$ cat src/rtl/instruction_sequencer.sv
// Two-phase fetch/execute sequencer for the TD4 core; decodes the instruction byte and owns the carry flag.
// Optional self-jump halt detection is enabled by defining SEQ_HALT_DETECT_EN.
module instruction_sequencer #(
    parameter int unsigned N = 4
) (
    input  logic         CLK,
    input  logic         CLR,
    input  logic [7:0]   ROM_DATA,
    input  logic [N-1:0] PC_Q,
    input  logic         ALU_CARRY,
    output logic         PC_CS,
    output logic [N-1:0] PC_D,
    output logic [3:0]   IMM,
    output logic [1:0]   SEL,
    output logic [3:0]   LOAD,
    output logic         CARRY,
    output logic         HALT,
    output logic         PHASE
);

    localparam logic [1:0] SEL_A    = 2'b00;
    localparam logic [1:0] SEL_B    = 2'b01;
    localparam logic [1:0] SEL_IN   = 2'b10;
    localparam logic [1:0] SEL_ZERO = 2'b11;

    localparam logic [3:0] LD_A   = 4'b0001;
    localparam logic [3:0] LD_B   = 4'b0010;
    localparam logic [3:0] LD_OUT = 4'b0100;

    typedef enum logic [1:0] {
        FETCH  = 2'd0,
        EXEC   = 2'd1,
        HALTED = 2'd2
    } state_t;

    state_t         state;
    logic [7:0]     ir;
    logic           carry_q;
    logic           jump_c;
    logic [N-1:0]   target_c;

    assign target_c = N'(ir[3:0]);
    assign CARRY    = carry_q;

    // State, instruction register and carry flag
    always_ff @(posedge CLK or posedge CLR) begin
        if (CLR) begin
            state   <= FETCH;
            ir      <= 8'h00;
            carry_q <= 1'b0;
        end else begin
            case (state)
                FETCH: begin
                    ir    <= ROM_DATA;
                    state <= EXEC;
                end
                EXEC: begin
                    carry_q <= ALU_CARRY;
                    state   <= FETCH;
`ifdef SEQ_HALT_DETECT_EN
                    if (jump_c && (target_c == PC_Q)) begin
                        state <= HALTED;
                    end
`endif
                end
                default: state <= state;
            endcase
        end
    end

    // Output decode; FETCH and HALT make the counter reload its own value
    always_comb begin
        PC_CS  = 1'b0;
        PC_D   = PC_Q;
        SEL    = SEL_A;
        LOAD   = 4'b0000;
        IMM    = ir[3:0];
        PHASE  = (state != FETCH);
        jump_c = 1'b0;
`ifdef SEQ_HALT_DETECT_EN
        HALT   = (state == HALTED);
`else
        HALT   = 1'b0;
`endif
        case (state)
            EXEC: begin
                PC_D = target_c;
                SEL  = SEL_ZERO;
                case (ir[7:4])
                    4'b0000: begin SEL = SEL_A;    LOAD = LD_A;   end
                    4'b0101: begin SEL = SEL_B;    LOAD = LD_B;   end
                    4'b0011: begin SEL = SEL_ZERO; LOAD = LD_A;   end
                    4'b0111: begin SEL = SEL_ZERO; LOAD = LD_B;   end
                    4'b0001: begin SEL = SEL_B;    LOAD = LD_A;   end
                    4'b0100: begin SEL = SEL_A;    LOAD = LD_B;   end
                    4'b0010: begin SEL = SEL_IN;   LOAD = LD_A;   end
                    4'b0110: begin SEL = SEL_IN;   LOAD = LD_B;   end
                    4'b1001: begin SEL = SEL_B;    LOAD = LD_OUT; end
                    4'b1011: begin SEL = SEL_ZERO; LOAD = LD_OUT; end
                    4'b1111: jump_c = 1'b1;
                    4'b1110: jump_c = ~carry_q;
                    default: LOAD = 4'b0000;
                endcase
                PC_CS = ~jump_c;
            end
            HALTED: SEL = SEL_ZERO;
            default: SEL = SEL_A;
        endcase
    end

endmodule

$ cat config.mk
export PLATFORM = sky130hd
export DESIGN_NAME = instruction_sequencer
export DESIGN_NICKNAME = d
export VERILOG_FILES = /design/src/rtl/instruction_sequencer.sv
export SDC_FILE = /design/constraint.sdc
export NUM_CORES = 1
export LEC_CHECK = 0
export ABC_AREA = 1
export BUFFER_PORTS_ARGS = -buffer_cell sky130_fd_sc_hd__buf_2
export CAP_MARGIN = 20
export CORE_AREA = 2 2 39 41
export CTS_CLUSTER_SIZE = 40
export DETAILED_ROUTE_END_ITERATION = 8
export DIE_AREA = 0 0 41 43
export PLACE_DENSITY = 0.8
export SLEW_MARGIN = 20
export SYNTH_ARGS = -nofsm -noshare
export SYNTH_HDL_FRONTEND = slang
export SYNTH_SLANG_ARGS = --single-unit
$ cat constraint.sdc
create_clock -name CLK -period 1.9 [get_ports CLK]
set_input_delay 0.38 -clock CLK [delete_from_list [all_inputs] [get_ports CLK]]
set_output_delay 0.38 -clock CLK [all_outputs]
set_load 0.01 [all_outputs]
==> flow_summary.ini <==
[run_status]
status = finished clean

[detailed_routing]
wire_per_inst_um = 9.536
vias_per_cell = 4.418
route.antenna.remaining_nets = 0
drt_iter0_markers = 9
finalWirelength_mm = 1.049
drcViolationCount = 0
routed-via-count = 486
tritonroute_pass_1_iters = 4

[layout]
diodes = 0
post_route_cells_drive_above_1_share_pct = 40.43
area_delta_synth_final_pct = 26.24
final_util_pct = 48.28
layout.nets = 110

[power_and_ir_drop]
power-per-cell-area_nw_per_um2 = 724.4
peakVddDrop_uv = 268.7
total_leakage_power_nw = 0.3863
power.total_mw = 0.4840

[run]
max_capacitance_violation_count = 0

[timing]
setup_total_negative_slack_ns = 0
clock.fmax_mhz = 577.8
finalClockSkew_ns = 0.001540
hold_viol_final = 0
unrepaired_setup_endpoints_after_global_routing = no
slew_violations = 0
hold_ws_ns = 0.07924
fin_crit_ns = 1.731
final-setup-viol-count = 0
min_period_over_period_pct = 91.10

[worst_setup_path]
critical_path.n_buffers_inverters = 1
crit_path_max_fanout = 11
crit-reg2reg-capture = ir[6]$_DFFE_PP0N_
worst_setup_slack_for_register_to_register_paths_ns = 0.90
crit_path_end = LOAD[2]
path_depth = 3
critPathArrivalTime_ns = 1.35
path_cells = nand2_1, nor3_1, buf_2
rr_startpoint = state[0]$_DFF_PP0_
crit_path_start_kind = flip-flop
crit_required_ns = 1.52
critical_path.top_delay_family = flip-flops
startpoint = state[0]$_DFF_PP0_
worst_case_reg_to_reg_path_depth = 3
crit_type = flip-flop to primary output
worst_path_largest_cell_delay_ns = 0.58
critical-path-slowest-cell = dfrtp_1
worst_setup_path_end_kind = primary output

[synth]
synthesis.yosys.warnings = 0
mappedNetlistArea_um2 = 529.3
synth-seq-cells = 10
post_synth.cell_area_avg_um2 = 7.899
sequential_share_of_the_synthesized_area_pct = 47.28
synthDistinctLibCells = 15
post_synth_inst_count = 67

[floorplan]
die_h_um = 43
rows = 14
placeableCoreArea_um2 = 1384
floorplan.die.width_um = 41
floorplan.initialDensity_pct = 38.25
ioPinCount = 33
design.die.area_um2 = 1763

[global_routing]
grt_overflow_total = 0
grt_antenna_before_repair = 0
grt_start_max_net_pins = 18
number_of_global_route_vias_before_repair = 353
grt_first_pass_wirelength_mm = 1.421
grt_use_total_pct = 11.79

[cts]
ctsRootBufferMaster = clkbuf_4
clock_path_buffers = 2
post_cts_resized = 0
numCtsBuffers = 3
sinks_on_the_clock_net = 10
clock_latency_at_the_later_pin_of_the_worst_skew_pair_ns = 0.26
cts-hold-fix-buffers = 0
path_clk_slew_ns = 0.07
tritoncts = done
cts_setup_buffers = 0
h-tree-depth = 1

[placement]
detailedPlacementHpwl_um = 818.5
io_buffers = 30
gp_congestion = 0.6453

[worst_hold_path]
hold_path_class = input port to asynchronous set/reset pin
-- layer usage --
layer,vias to the layer above,part of all wire (%),global-route usage (%)
met5,-,0,0
met3,0,8.9,3.141
met2,20,46,18.13
met1,218,45,15.38
met4,0,0,4.000
li1,248,-,-
-- sequential cells by signal (all words and copies together) (netlist names) --
name   cells
state      1
ir         8
CARRY      1
-- cells in the mapped netlist, drive strengths merged --
master / n / area [um2]
inv: 5 / 21.27
nand2: 32 / 120.1
o21ai: 3 / 15.01
nor2: 4 / 17.52
nor3: 3 / 25.02
conb: 1 / 3.750
buf: 8 / 71.31
dfrtp: 10 / 250.2
nand3: 1 / 5.000
-- how the worst min path moves through the flow --
| stage | start | end | cells after the start |
|---|---|---|---|
| 2_1_floorplan | CLR | CARRY$_DFFE_PP0P_ | 1 |
| 3_3_place_gp | CLR | CARRY$_DFFE_PP0P_ | 2 |
| 3_5_place_dp | CLR | CARRY$_DFFE_PP0P_ | 2 |
| 4_1_cts | CLR | CARRY$_DFFE_PP0P_ | 2 |
| 5_1_grt | CLR | ir[0]$_DFFE_PP0N_ | 2 |
| 6_report | CLR | CARRY$_DFFE_PP0P_ | 2 |
-- through the flow --
stage               area, um2  std cells  worst slack, ns
global route            668.1        110          0.07383
finish                  668.1        110           0.1692
detailed placement      631.9        106           0.4632
CTS                     668.1        110           0.1744
global placement        631.9        106           0.5512
floorplan               533.0         68           0.6276
-- area by class of cell --
class | instances | area [um2]
inverter | 5 | 21.27
timing repair buffer | 30 | 150.1
clock buffer | 4 | 36.28
sequential | 10 | 250.2
tap | 16 | 20.02
multi-input combinational | 45 | 190.2
fill | 138 | 715.7
-- where the power goes --
part           switching [mW]  total [mW]  internal (mW)
registers             0.00678       0.229          0.223
logic                  0.0352      0.0647         0.0295
clock network          0.0738       0.190          0.116
total                   0.116       0.484          0.368
-- cells by family after synthesis --
kind of cell	synth area share (%)
simple gates	31.68
buf+inv	17.49
flops	47.28
compound gates	2.836
other cells	0.7085
-- cell usage in the layout (no fill, tap or decap), types with 2 or more instances in the layout --
cell,synthesis,final
conb_1,1,2
o21ai_1,2,2
inv_1,4,4
nor2_1,3,3
nor3_2,2,2
buf_2,0,30
clkbuf_4,0,3
nand2_1,32,32
dfrtp_1,10,10
No activity file was read; power rests on OpenSTA's default activity.
